<file path="src/rtl/borrow_select_sub_pipe.sv">
// Two-stage borrow-select subtractor: Diff = A - B - Bin with borrow-out and valid/ready flow control.
// Optional signed-overflow output Ovf is built only when SUB_OVF_EN is defined.
module borrow_select_sub_pipe #(
  parameter int WIDTH = 8,
  parameter int SPLIT = 4
) (
  input  logic             clk,
  input  logic             rst_n,
  input  logic             in_valid,
  output logic             in_ready,
  input  logic [WIDTH-1:0] A,
  input  logic [WIDTH-1:0] B,
  input  logic             Bin,
  output logic             out_valid,
  input  logic             out_ready,
  output logic [WIDTH-1:0] Diff,
  output logic             Bout
`ifdef SUB_OVF_EN
  ,
  output logic             Ovf
`endif
);

  localparam int HW = WIDTH - SPLIT;

  logic             s1_valid_r;
  logic             s2_valid_r;
  logic             s2_adv_s;
  logic             accept_s;
  logic [SPLIT:0]   low_s;
  logic [HW:0]      hi0_s;
  logic [HW:0]      hi1_s;
  logic [SPLIT-1:0] low_r;
  logic             bl_r;
  logic [HW-1:0]    hi0_r;
  logic [HW-1:0]    hi1_r;
  logic             bh0_r;
  logic             bh1_r;
  logic [HW-1:0]    hi_sel_s;
  logic             bout_sel_s;
  logic [WIDTH-1:0] diff_r;
  logic             bout_r;
`ifdef SUB_OVF_EN
  logic             sa_r;
  logic             sb_r;
  logic             ovf_r;
`endif

  assign s2_adv_s  = s1_valid_r & (~s2_valid_r | out_ready);
  assign in_ready  = ~s1_valid_r | s2_adv_s;
  assign accept_s  = in_valid & in_ready;
  assign out_valid = s2_valid_r;
  assign Diff      = diff_r;
  assign Bout      = bout_r;
`ifdef SUB_OVF_EN
  assign Ovf       = ovf_r;
`endif

  // Stage-1 slice arithmetic; the extra MSB of each result is that slice's borrow.
  always_comb begin
    low_s = {1'b0, A[SPLIT-1:0]} - {1'b0, B[SPLIT-1:0]} - {{SPLIT{1'b0}}, Bin};
    hi0_s = {1'b0, A[WIDTH-1:SPLIT]} - {1'b0, B[WIDTH-1:SPLIT]};
    hi1_s = hi0_s - {{HW{1'b0}}, 1'b1};
  end

  // Stage-2 select: low-slice borrow picks the precomputed high result.
  always_comb begin
    hi_sel_s   = bl_r ? hi1_r : hi0_r;
    bout_sel_s = bl_r ? bh1_r : bh0_r;
  end

  // Stage-1 registers, loaded only on accept.
  always_ff @(posedge clk or negedge rst_n) begin
    if (!rst_n) begin
      s1_valid_r <= 1'b0;
      low_r      <= {SPLIT{1'b0}};
      bl_r       <= 1'b0;
      hi0_r      <= {HW{1'b0}};
      hi1_r      <= {HW{1'b0}};
      bh0_r      <= 1'b0;
      bh1_r      <= 1'b0;
`ifdef SUB_OVF_EN
      sa_r       <= 1'b0;
      sb_r       <= 1'b0;
`endif
    end else begin
      if (accept_s) begin
        s1_valid_r <= 1'b1;
        low_r      <= low_s[SPLIT-1:0];
        bl_r       <= low_s[SPLIT];
        hi0_r      <= hi0_s[HW-1:0];
        hi1_r      <= hi1_s[HW-1:0];
        bh0_r      <= hi0_s[HW];
        bh1_r      <= hi1_s[HW];
`ifdef SUB_OVF_EN
        sa_r       <= A[WIDTH-1];
        sb_r       <= B[WIDTH-1];
`endif
      end else if (s2_adv_s) begin
        s1_valid_r <= 1'b0;
      end else begin
        s1_valid_r <= s1_valid_r;
      end
    end
  end

  // Stage-2 output registers; held while the consumer stalls.
  always_ff @(posedge clk or negedge rst_n) begin
    if (!rst_n) begin
      s2_valid_r <= 1'b0;
      diff_r     <= {WIDTH{1'b0}};
      bout_r     <= 1'b0;
`ifdef SUB_OVF_EN
      ovf_r      <= 1'b0;
`endif
    end else begin
      if (s2_adv_s) begin
        s2_valid_r <= 1'b1;
        diff_r     <= {hi_sel_s, low_r};
        bout_r     <= bout_sel_s;
`ifdef SUB_OVF_EN
        ovf_r      <= (sa_r != sb_r) & (hi_sel_s[HW-1] != sa_r);
`endif
      end else if (out_ready) begin
        s2_valid_r <= 1'b0;
      end else begin
        s2_valid_r <= s2_valid_r;
      end
    end
  end

endmodule

</file>
<file path="config.mk">
export PLATFORM = sky130hd
export DESIGN_NAME = borrow_select_sub_pipe
export DESIGN_NICKNAME = d
export VERILOG_FILES = /design/src/rtl/borrow_select_sub_pipe.sv
export SDC_FILE = /design/constraint.sdc
export NUM_CORES = 1
export LEC_CHECK = 0
export CORE_MARGIN = 4
export CORE_UTILIZATION = 53
export CTS_CLUSTER_DIAMETER = 100
export CTS_CLUSTER_SIZE = 40
export DETAILED_ROUTE_END_ITERATION = 8
export PLACE_DENSITY = 0.92
export REMOVE_ABC_BUFFERS = 1
export SLEW_MARGIN = 20
export SYNTH_ARGS = -nofsm -noshare
export SYNTH_HDL_FRONTEND = slang
export SYNTH_SLANG_ARGS = --single-unit
</file>
<file path="constraint.sdc">
create_clock -name clk -period 2.7 [get_ports clk]
set_clock_uncertainty 0.05 [all_clocks]
set_input_delay 0.54 -clock clk [delete_from_list [all_inputs] [get_ports clk]]
set_output_delay 0.54 -clock clk [all_outputs]
set_load 0.01 [all_outputs]
</file>
Word level (Yosys, flattened, before mapping)
Index checks and enable logic that the tools add are counted.
{ "word_totals": {"output_inout_bits": 11, "reg_bits": 26, "input_bits": 21} }
{ "classes": {"reduce_logical": 2, "bitwise_logic": 6, "n_mux": 6, "add_sub_neg": 4} }
{ "ops": {"columns": ["op", "count"], "rows": [
  ["$sub 4x4->5", 2],
  ["$mux 1", 5],
  ["$sub 5x1->5", 1],
  ["$sub 5x1->5 const B", 1],
  ["$mux 4", 1],
  ["$reduce_bool 2->1", 2],
  ["$and 1x1->1", 2],
  ["$not 1->1", 2],
  ["$or 1x1->1", 2]
]} }

Longest topological paths before layout
Gate-level depths: netlist of the first run.
{ "depth": {"ltp_word": 6, "ltp_mapped": 9} }

Worst setup path before layout of the first run
No wires, ideal clock.
{ "synth_timing": {"kind": "input port to flip-flop", "startpoint": "in A[4]", "endpoint": "reg bh1_r", "t_required_ns": 2.563, "arrival_ns": 1.942, "path_stages": 8, "slack_ns": 0.621, "cell_sequence": "inv_1 > ha_1 > inv_1 > fa_1 > xnor2_1 > nand2_1 > a2111o_1 > o211ai_1"} }
{ "synth_via": {"elab_chain_len": 2} }
{ "synth_lines": {"columns": ["element", "line", "rtl"], "rows": [
  ["from (decl)", "11", "input logic [WIDTH-1:0] A,"],
  ["$sub 4x4->5", "62", "hi0_s = {1'b0, A[WIDTH-1:SPLIT]} - {1'b0, B[WIDTH-1:SPLIT]};"],
  ["$sub 5x1->5", "63", "hi1_s = hi0_s - {{HW{1'b0}}, 1'b1};"],
  ["to (signal assigned)", "94", "bh1_r <= hi1_s[HW];"],
  ["to (decl)", "38", "logic bh1_r;"]
]} }
No other way between the ends.
A chain may end at the register's enable or synchronous reset.

Worst setup path in the final report of the first run
{ "layout_timing": {"startpoint": "in out_ready", "endpoint": "out in_ready"} }
{ "layout_via": {"elab_chain_len": 3} }
{ "layout_lines": {"columns": ["element", "line", "rtl"], "rows": [
  ["from (decl)", "15", "input logic out_ready,"],
  ["$or 1x1->1", "49", "assign s2_adv_s = s1_valid_r & (~s2_valid_r | out_ready);"],
  ["$and 1x1->1", "49", null],
  ["$or 1x1->1", "50", "assign in_ready = ~s1_valid_r | s2_adv_s;"],
  ["to (decl)", "10", "output logic in_ready,"]
]} }
No other way between the ends.

==> metrics.md, run 1 <==
| Metric | Value |
|---|---|
| Die Ht | `roughly 60 µm` |
| CP arrival | `roughly 1.8 ns` |
| GR Util All Layers | `between 10% and 20%` |
| Fin. Hold Viols | `0` |
| Layout area overhead | `26.94%` |
| Row count | `18` |
| CP max FO | `5` |
| Fmax | `around 420 MHz` |
| Worst r2r path cells | `3` |
| Residual DRC | `0` |
| Via count | `1064` |
| Final min period | `~2.4 ns` |
| FF/Latch Area | `roughly 650 µm²` |
| Count of buffers from port buffering | `31` |
| Final Cell Area | `about 0.0018 mm²` |
| Top-area cell type share of the netlist area | `46.39%` |
| Die Wd | `between 50 and 60 µm` |
| Setup Fix Bufs, Post-CTS | `0` |
| Top cells by area, synth | `dfrtp_1 46%, ha_1 9.8%, nand2_1 5.9%` |
| Cts repair resizes | `0` |
| Clk buf depth | `2` |
| Total CTS buffers | `3` |
| DRT iter0 DRCs | `18` |
| Clock sinks | `26` |
| Post-Route WL | `about 2500 µm` |
| Reg2reg start | `out_valid$_DFFE_PN0P_` |
| Clock-pin slew on the worst setup and hold paths | `around 0.13 ns` |
| Final HPWL DP | `approximately 2100 µm` |
| Pwr Density | `about 610 mW/mm²` |
| Worst IR Drop VDD | `around 0.36 mV` |
| Vias in the first global route | `1054` |
| Io pins | `32` |
| Leakage power total | `~0.83 nW` |
| Max-slew headroom | `58.01%` |
| CTS Root Cell | `clkbuf_4` |
| H-tree depth | `1` |
| Ant diodes | `0` |
| Startpoint types | `input port` |
| GP Congestion | `approximately 0.75` |
| # hold bufs at CTS | `0` |
| Overall power | `about 1.1 mW` |
| Avg Inst Size Synth | `~10 µm²` |
| CTS tree | `built` |
| Clock latency at the later pin of the worst-skew pair | `around 0.31 ns` |
| First-pass GRT wire length | `~4400 µm` |
| Origin of the worst setup path | `out_ready` |
| Worst Path Required | `around 2.1 ns` |
| Synth Warn # | `0` |
| Drt wl/cell | `between 10 and 15 µm` |
| Synthesized instance count | `134` |
| Non-Filler Instances | `slightly below 200` |
| Crit Path Class | `in2out` |
| Initial antenna violation count | `0` |
| CP Capture Point | `in_ready` |
| Largest net degree at the start of global routing | `27` |
| Most frequent cells in the layout | `31 x clkdlybuf4s50_1, 26 x dfrtp_1, 22 x nand2_1` |
| Initial Util | `a little under three fifths` |
| Layout Nets | `between 200 and 250` |
| Placed cell count | `around 190` |
| Mapped Area | `~0.0014 mm²` |
| Fill cells | `~180` |
| DIE AREA | `between 0.003 and 0.004 mm²` |
| Status | `finished clean` |
| Max cap viols | `0` |
| Crit share post-route | `approximately nine tenths` |
| R2R setup slack | `1.02 ns` |
| Reg2reg end | `hi1_r[0]$_DFFE_PN0P_` |
| Min-Delay Path Class | `reg2reg` |
| Worst-margin pin slew | `0.6283 ns` |
| Sequential share of the synthesized area | `between 40 and 50%` |
| Distinct cells, synth | `21` |
| RSZ-0062 raised after global routing | `false` |
| Share of cells above drive strength 1 | `around a tenth` |
| Number of synthesized register bits | `26` |
| Top cell type by total area after synthesis | `dfrtp_1` |
| Final setup vio count | `0` |
| Via density | `5.401` |
| Core box area | `0.002500 mm²` |
| Commonest non-fill, non-tap cell in the layout | `clkdlybuf4s50_1` |
| DP Area | `0.001758 mm²` |
| Final setup TNS | `0 ns` |
| Drt pass-1 iters | `4` |
| Gr ovfl total | `0` |
| Setup crit end kind | `output port` |
| Area of the multi-input gates | `approximately 680 µm²` |
| ANT nets after route | `0` |
| Slew Viols, Final | `0` |
[cells in the mapped netlist, drive strengths merged]
library cell	n
dfrtp	26
nand2	22
o21ai	16
inv	14
ha	11
mux2	7
xnor2	6
mux2i	5
clkbuf	4
nand2b	4
a21oi	3
fa	3
nand3	3
a21o	2
nand3b	2
o211ai	2
a2111o	1
a211o	1
and3b	1
or3	1
[stage by stage]
| stage | hold WS [ns] | util [%] | setup slack, ns |
|---|---|---|---|
| after global placement | 0.4101 | 70.32 | 0.09811 |
| final | 0.4395 | 71.22 | 0.3145 |
| after global routing | 0.4799 | 71.22 | 0.2631 |
| after CTS | 0.4438 | 71.22 | 0.3198 |
| after floorplan | 0.1944 | - | 0.6154 |
| after detailed placement | 0.4131 | 70.32 | 0.03736 |
[cell type report]
type / count / share of cell area, %
multi-input combinational: 90 / 38.44
timing repair buffer: 34 / 18.69
clock buffer: 3 / 1.265
sequential: 26 / 36.54
inverter: 14 / 2.952
tap: 30 / 2.108
[power breakdown]
part           switching, mW  internal, mW
Sequential            0.0593         0.488
Clock                  0.103        0.0521
Combinational          0.162         0.222
[logic make-up after synthesis]
group / synth area share (%)
buf+inv: 4.817
fa+ha+maj: 14.09
flops: 46.39
xor+xnor: 3.747
mux: 9.189
compound gates: 10.53
simple gates: 11.24
[metal layers]
metal / part of all wire [%] / GRT usage, % / up-vias / routed length, µm
met5: 0 / 0 / - / 0
met3: 3.9 / 1.743 / 6 / 99
met4: 2.1 / 7.120 / 0 / 53
met1: 43 / 19.78 / 516 / 1085
li1: - / - / 513 / -
met2: 51 / 27.61 / 29 / 1306
[state kept, by name, summed over array words and instances (netlist names), 4 cells and up]
register,flops
hi1_r,4
low_r,4
Diff,8
hi0_r,4
[worst min path at each step]
stage	from	end	slack [ns]	cells after the start
6_report	bh0_r$_DFFE_PN0P_	bh0_r$_DFFE_PN0P_	0.44	2
5_1_grt	s1_valid_r$_DFFE_PN0P_	out_valid$_DFFE_PN0P_	0.48	1
4_1_cts	bh0_r$_DFFE_PN0P_	bh0_r$_DFFE_PN0P_	0.44	2
3_5_place_dp	bh0_r$_DFFE_PN0P_	bh0_r$_DFFE_PN0P_	0.41	2
3_3_place_gp	hi0_r[3]$_DFFE_PN0P_	hi0_r[3]$_DFFE_PN0P_	0.41	2
2_1_floorplan	rst_n	Bout$_DFFE_PN0P_	0.19	0
[worst max-delay path: stages]
cell,delay [ns]
clkdlybuf4s50_1,0.47
nand3b_1,0.21
clkdlybuf4s50_1,0.58
No activity file was read; power rests on OpenSTA's default activity.
==> inputs of run 2 (changes only) <==
--- a/config.mk
+++ b/config.mk
@@ -10,6 +10,7 @@
 export CTS_CLUSTER_DIAMETER = 100
 export CTS_CLUSTER_SIZE = 40
 export DETAILED_ROUTE_END_ITERATION = 8
+export GPL_TIMING_DRIVEN = 0
 export PLACE_DENSITY = 0.92
 export REMOVE_ABC_BUFFERS = 1
 export SLEW_MARGIN = 20
==> run 2 against run 1 <==
  * Clock power up 28%
  * Worst hold slack worse by 0.31 ns
  * Combinational power fell by 2%
  * Flip-flop and latch count unchanged
  * Count of clock-buffer cells in the layout grew 1
  * Cell count down 1.0%
  * Highest routed layer unchanged
  * Non-clock buffer count shrank 3
==> metrics.md, run 2 (synthesis gave the netlist of run 1 again) <==
| Metric | Value |
|---|---|
| CTS tree | `built (unchanged)` |
| # hold bufs at CTS | `0 (unchanged)` |
| Min-Delay Path Class | `in2async (was reg2reg)` |
| Gr ovfl total | `0 (unchanged)` |
| Commonest non-fill, non-tap cell in the layout | `clkdlybuf4s50_1 (unchanged)` |
| Worst IR Drop VDD | `0.4436 mV (was 0.3551 mV)` |
| Via count | `1031 (was 1064)` |
| Final min period | `2.425 ns (was 2.385 ns)` |
| Fill cells | `178 (was 183)` |
| Vias in the first global route | `1046 (was 1054)` |
| Cts repair resizes | `0 (unchanged)` |
| Max-slew headroom | `50.82% (was 58.01%)` |
| Die Ht | `59.45 µm (unchanged)` |
| Clock-pin slew on the worst setup and hold paths | `0.14 ns (was 0.13 ns)` |
| Post-Route WL | `2604 µm (was 2545 µm)` |
| GR Util All Layers | `16.07% (was 15.94%)` |
| Final setup vio count | `0 (unchanged)` |
| Status | `finished clean (unchanged)` |
| Setup crit end kind | `flip-flop (was output port)` |
| Share of cells above drive strength 1 | `9.091% (was 9.581%)` |
| Residual DRC | `0 (unchanged)` |
| Worst Path Required | `2.85 ns (was 2.11 ns)` |
| Leakage power total | `0.8219 nW (was 0.8290 nW)` |
| Layout Nets | `201 (was 204)` |
| Startpoint types | `input port (unchanged)` |
| Ant diodes | `0 (unchanged)` |
| Final setup TNS | `0 ns (unchanged)` |
| Max cap viols | `0 (unchanged)` |
| CP arrival | `2.57 ns (was 1.80 ns)` |
| Fin. Hold Viols | `0 (unchanged)` |
| Overall power | `1.124 mW (was 1.085 mW)` |
| Initial antenna violation count | `0 (unchanged)` |
| First-pass GRT wire length | `4374 µm (was 4360 µm)` |
| DRT iter0 DRCs | `39 (was 18)` |
| Total CTS buffers | `3 (unchanged)` |
| GP Congestion | `0.7567 (was 0.7521)` |
| Row count | `18 (unchanged)` |
| Crit Path Class | `in2reg (was in2out)` |
| Reg2reg start | `out_valid$_DFFE_PN0P_ (unchanged)` |
| Setup Fix Bufs, Post-CTS | `0 (unchanged)` |
| Pwr Density | `636.2 mW/mm² (was 609.5 mW/mm²)` |
| Non-Filler Instances | `195 (was 197)` |
| Worst-margin pin slew | `0.7360 ns (was 0.6283 ns)` |
| H-tree depth | `1 (unchanged)` |
| Clk buf depth | `2 (unchanged)` |
| RSZ-0062 raised after global routing | `false (unchanged)` |
| Largest net degree at the start of global routing | `27 (unchanged)` |
| Fmax | `412.3 MHz (was 419.2 MHz)` |
| Initial Util | `56.11% (unchanged)` |
| Most frequent cells in the layout | `30 x clkdlybuf4s50_1, 26 x dfrtp_1, 22 x nand2_1 (was 31 x clkdlybuf4s50_1, 26 x dfrtp_1, 22 x nand2_1)` |
| ANT nets after route | `0 (unchanged)` |
| Origin of the worst setup path | `B[0] (was out_ready)` |
| Max FFs per register | `8 (unchanged)` |
| Count of buffers from port buffering | `31 (unchanged)` |
| Placed cell count | `191 (was 194)` |
| Drt pass-1 iters | `4 (unchanged)` |
| Drt wl/cell | `13.35 µm (was 12.92 µm)` |
| CP max FO | `2 (was 5)` |
| Core box area | `0.002500 mm² (unchanged)` |
| Slew Viols, Final | `0 (unchanged)` |
| CTS Root Cell | `clkbuf_4 (unchanged)` |
| Io pins | `32 (unchanged)` |
| Final HPWL DP | `2048 µm (was 2085 µm)` |
| Layout area overhead | `25.96% (was 26.94%)` |
| Clock latency at the later pin of the worst-skew pair | `0.33 ns (was 0.31 ns)` |
| Via density | `5.287 (was 5.401)` |
| Die Wd | `59.45 µm (unchanged)` |
| DIE AREA | `0.003534 mm² (unchanged)` |
| Crit share post-route | `89.83% (was 88.35%)` |
| Clock sinks | `26 (unchanged)` |
-- run 2: path summary, 6_finish.rpt --
path | end | slack [ns] | depth (start not counted)
min in group clk | Diff[6]$_DFFE_PN0P_ | 0.45 | 2
hold reg to reg | Diff[6]$_DFFE_PN0P_ | 0.45 | 2
setup / recovery | bl_r$_DFFE_PN0P_ | 0.27 | 8
hold / removal | Diff[1]$_DFFE_PN0P_ | 0.13 | 1
max in group asynchronous | Diff[5]$_DFFE_PN0P_ | 2.11 | 1
setup reg to reg | bh1_r$_DFFE_PN0P_ | 0.93 | 4
-- run 2: per-stage QoR --
step                      util (%)  hold slack, ns  setup slack, ns  instance area (µm²)
after floorplan                  -          0.1944           0.6154                 1388
after global placement       69.42          0.4093          0.08867                 1735
after detailed placement     69.42          0.4154         0.007890                 1735
after CTS                    70.87          0.4477           0.2742                 1772
after global routing         70.67          0.1715           0.2107                 1767
final                        70.67          0.1269           0.2747                 1767
-- run 2: layout make-up --
class / instances / area, µm² / area share (%)
Multi-Input combinational cell: 90 / 684.4 / 38.74
Sequential cell: 26 / 650.6 / 36.83
Timing Repair Buffer: 31 / 305.3 / 17.28
Inverter: 14 / 52.55 / 2.975
Tap cell: 30 / 37.54 / 2.125
Clock buffer: 4 / 36.28 / 2.054
-- run 2: worst max-delay path, stage by stage --
cell and delay, ns:
clkdlybuf4s50_1 0.48, inv_1 0.06, fa_1 0.43, fa_1 0.43
nand2b_1 0.18, a21oi_1 0.19, xnor2_1 0.16, o21ai_0 0.10
-- run 2: report_power, final --
part	internal, mW	total, mW	switching [mW]
clock network	0.0826	0.199	0.116
logic	0.215	0.377	0.162
registers	0.488	0.548	0.0594
-- run 2: metal layers --
metal | global-route usage (%) | vias to the layer above | wire length, µm
met5 | 0 | - | 0
met3 | 0.6536 | 3 | 108
met1 | 19.19 | 492 | 1082
met2 | 30.58 | 27 | 1393
li1 | - | 509 | -
met4 | 4.854 | 0 | 19
==> inputs of run 3 (changes only) <==
--- a/config.mk
+++ b/config.mk
@@ -10,7 +10,6 @@
 export CTS_CLUSTER_DIAMETER = 100
 export CTS_CLUSTER_SIZE = 40
 export DETAILED_ROUTE_END_ITERATION = 8
-export GPL_TIMING_DRIVEN = 0
 export PLACE_DENSITY = 0.92
 export REMOVE_ABC_BUFFERS = 1
 export SLEW_MARGIN = 20
==> results of run 3 <==
The final DEF is identical to that of run 1; final timing and power are the same.
==> RTL edit 1, RTL diff (config.mk and constraints of run 2) <==
Make the reset (`rst_n`) synchronous in 2 clocked blocks.
--- a/src/rtl/borrow_select_sub_pipe.sv
+++ b/src/rtl/borrow_select_sub_pipe.sv
@@ -72,3 +72,3 @@
   // Stage-1 registers, loaded only on accept.
-  always_ff @(posedge clk or negedge rst_n) begin
+  always_ff @(posedge clk) begin
     if (!rst_n) begin
@@ -107,3 +107,3 @@
   // Stage-2 output registers; held while the consumer stalls.
-  always_ff @(posedge clk or negedge rst_n) begin
+  always_ff @(posedge clk) begin
     if (!rst_n) begin
Function: differs if rst_n is asserted again (counterexample within 4 cycles, from zero or initial values and one cycle with rst_n low); with rst_n held inactive, the same outputs for 10 cycles.
==> RTL edit 1 against run 2 <==
- design area shrank 2.3%
- sequential cell count did not move
- setup slack worse by 0.078 ns
- power shrank 24%
- synthesized cell count up 15%
- hold slack improved by 0.29 ns
- wire length increased by 10%
- first-iteration DRC count decreased by 28%
- utilization shrank 0.97 points
- synthesized area fell by 2.4%
- maximum frequency decreased by 3.1%
- largest cell class unchanged
- highest routed layer unchanged
==> RTL edit 1: results (changes against run 2) <==
| Metric | Value |
|---|---|
| Global routing usage on met3 | 1.32% (+0.66 points) |
| Cell area after placement | 0.00169 mm² (-2.6%) |
| Post-Synth XOR/XNOR Area | 2.56% (-1.2 points) |
| Worst setup slack after placement | -0.0737 ns (-0.0816 ns) |
| Compound-Gate Fraction of Synth Area | 16.9% (+6.4 points) |
| Average cell area after synthesis | 8.89 µm² (-15%) |
| Critical path arrival | 1.91 ns (-0.66 ns) |
| Status | finished, final reports clean |
| Post-synthesis mux area share | 6.58% (-2.6 points) |
| Buffer share of cell area | 18.0% (+0.69 points) |
| Met1 track demand over resource | 21.4% (+2.2 points) |
| Hold Crit Class | reg2reg |
| HPWL reported at the end of detailed placement | 2220 µm (+8.3%) |
| Nets | 219 (+9.0%) |
| Share of synthesized area occupied by flip-flops and latches | 38.0% (-8.4 points) |
| Worst setup startpoint | out_ready |
| Clock period minus worst slack | 2.50 ns (+0.0781 ns) |
| Filler instances | 210 (+18%) |
| Maximum net fanout on the critical path | 4 (+2) |
| Initial DRC count | 28 (-28%) |
| Final wirelength | 2870 µm (+10%) |
| Fraction of power spent switching nets | 28.8% (-1.3 points) |
| Top cells by instance count after synthesis | sky130_fd_sc_hd__dfxtp_1, sky130_fd_sc_hd__inv_1, sky130_fd_sc_hd__nor2_1 |
| Via Count | 1,138 (+10%) |
| Sequential fraction of total cell area | 30.1% (-6.7 points) |
| Global placer's final weighted congestion | 0.773 (+2.2%) |
| Global router's overall resource usage | 18.2% (+2.1 points) |
| Met2 demand-to-capacity share in global routing | 32.3% (+1.8 points) |
| Layout cell share with drive strength beyond 1 | 3.28% (-5.8 points) |
| Placed instance count | 209 (+9.4%) |
| Amount of wire on met2 after detailed routing | 1480 µm (+6.3%) |
| Number of global-route vias before repair | 1,163 (+11%) |
| Relative max-transition margin | 55.3% (+4.5 points) |
RTL edit 1: cell count changes after synthesis, moves of 3 or more:
cell,delta
sky130_fd_sc_hd__dfxtp_1,+26
sky130_fd_sc_hd__inv_1,+4
sky130_fd_sc_hd__a21oi_1,+9
sky130_fd_sc_hd__o21ai_0,-14
sky130_fd_sc_hd__nor2_1,+16
sky130_fd_sc_hd__mux2i_1,+4
sky130_fd_sc_hd__nand2_1,-11
sky130_fd_sc_hd__mux2_2,-7
sky130_fd_sc_hd__dfrtp_1,-26
sky130_fd_sc_hd__buf_2,+3
sky130_fd_sc_hd__a211oi_1,+9
RTL edit 1: worst min path at each step:
stage                                        from  slack (ns)                endpoint
after CTS                   hi0_r[1]$_SDFFE_PN0P_        0.42   hi0_r[1]$_SDFFE_PN0P_
after floorplan           s1_valid_r$_SDFFE_PN0P_        0.38  out_valid$_SDFFE_PN0P_
after global placement    s1_valid_r$_SDFFE_PN0P_        0.38  out_valid$_SDFFE_PN0P_
after detailed placement    hi0_r[1]$_SDFFE_PN0P_        0.40   hi0_r[1]$_SDFFE_PN0P_
final                       hi0_r[1]$_SDFFE_PN0P_        0.41   hi0_r[1]$_SDFFE_PN0P_
after global routing        low_r[3]$_SDFFE_PN0P_        0.44   low_r[3]$_SDFFE_PN0P_
RTL edit 1: critical path, cell delays in order:
cell and delay, ns:
sky130_fd_sc_hd__clkdlybuf4s50_1 0.48, sky130_fd_sc_hd__and3b_1 0.23, sky130_fd_sc_hd__inv_1 0.12, sky130_fd_sc_hd__clkdlybuf4s50_1 0.55
RTL edit 1: power groups by stage:
stage,sequential (mW),clock [mW],combinational (mW)
floorplan,0.442,0,0.131
global placement,0.440,0,0.202
detailed placement,0.442,0,0.217
CTS,0.434,0.201,0.219
global route,0.439,0.218,0.244
finish,0.434,0.201,0.218
==> RTL edit 2, RTL diff (flow settings as in run 2) <==
Made on the original files. `SPLIT`: 4 -> 3.
--- a/src/rtl/borrow_select_sub_pipe.sv
+++ b/src/rtl/borrow_select_sub_pipe.sv
@@ -4,3 +4,3 @@
   parameter int WIDTH = 8,
-  parameter int SPLIT = 4
+  parameter int SPLIT = 3
 ) (
Formal check against the unedited RTL: no difference found for any inputs over 10 cycles, from zero or initial values and one cycle with rst_n low; that may be too few to reach the edited logic, so the function may still have changed.
==> RTL edit 2 against run 2 <==
- wire length fell by 2.2%
- setup slack got worse by 0.15 ns
- register-to-register slack worse by 0.02 ns
- design area is 0.71% higher
- synthesized area up 1.8%
- sequential cell count grew 1
- power is 0.53% lower
- maximum frequency shrank 5.7%
- critical endpoint is now hi1_r[4]$_DFFE_PN0P_
- largest cell class unchanged
- highest routed layer unchanged
==> RTL edit 2: results (changes against run 2) <==
| Metric | Value |
|---|---|
| Critical path arrival | 2.77 ns (+0.20 ns) |
| Fraction of power spent switching nets | 30.4% (+0.35 points) |
| Critical path's top delay family | compound AO/OA/AOI/OAI gates |
| Design Area, Final | 0.00178 mm² (+0.71%) |
| Met3 wire length | 97 µm (-10%) |
| Worst setup slack after placement | -0.224 ns (-0.232 ns) |
| Number of sinks handled by clock tree synthesis | 27 (+3.8%) |
| Met2 demand-to-capacity share in global routing | 28.5% (-2.0 points) |
| Area of the core | 0.00252 mm² (+0.90%) |
| Layout cell share with drive strength beyond 1 | 8.54% (-0.55 points) |
| Critical path's largest stage delay | 0.40 ns (-0.08 ns) |
| Leakage power | 0.805 nW (-2.1%) |
| Via Count | 1,029 (-0.19%) |
| Relative max-transition margin | 48.1% (-2.7 points) |
| Worst voltage drop across the vdd grid | 409 µV (-7.9%) |
| Initial DRC count | 11 (-72%) |
| Status | finished, final reports clean |
| Number of unique standard cell types used by synthesis | 29 (+38%) |
| Pin count of the biggest net entering global routing | 29 (+7.4%) |
| NetSw | 0.340 mW (+0.64%) |
| Buffer share of cell area | 17.2% (-0.12 points) |
| Inverters, non-clock | 12 (-2) |
| Global placer's final weighted congestion | 0.768 (+1.4%) |
| Wire length the detailed router placed on met1 | 1100 µm (+1.4%) |
| Clock period minus worst slack | 2.57 ns (+0.147 ns) |
| Filler instances | 188 (+5.6%) |
| Average cell area after synthesis | 10.7 µm² (+2.5%) |
| Top cells by instance count after synthesis | sky130_fd_sc_hd__dfrtp_1, sky130_fd_sc_hd__nand2_1, sky130_fd_sc_hd__o21ai_0 |
| Global router's overall resource usage | 15.6% (-0.42 points) |
| Amount of wire on met2 after detailed routing | 1320 µm (-5.3%) |
| Clock distribution area overhead in the final layout | 1.48% (-0.58 points) |
| Per-cell routed wire length | 13.1 µm (-1.7%) |
| Arithmetic-cell share of the synthesized area counting full adders, half adders and majority gates | 11.2% (-2.9 points) |
| Maximum net fanout on the critical path | 5 (+3) |
## RTL edit 2: logic make-up (layout without fill, tap and decap cells)
| kind of cell | Yosys count | in the layout |
|---|---|---|
| and+or+nand+nor | 32 | 32 |
| AOI/OAI and AO/OA | 28 | 28 |
| muxes | 12 | 12 |
| buffers and inverters | 16 | 47 |
| DFF | 27 | 27 |
| xor gates and xnor gates | 7 | 7 |
| adders and majority gates | 11 | 11 |
## RTL edit 2: worst paths after layout
path,startpoint,endpoint,cells after the start
worst max-delay path,A[3],hi1_r[4]$_DFFE_PN0P_,10
worst min-delay path,rst_n,hi0_r[4]$_DFFE_PN0P_,1
worst max register to register,out_valid$_DFFE_PN0P_,bh1_r$_DFFE_PN0P_,5
worst min register to register,Diff[5]$_DFFE_PN0P_,Diff[5]$_DFFE_PN0P_,2
max in group asynchronous,rst_n,Diff[1]$_DFFE_PN0P_,1
min in group clk,Diff[5]$_DFFE_PN0P_,Diff[5]$_DFFE_PN0P_,2
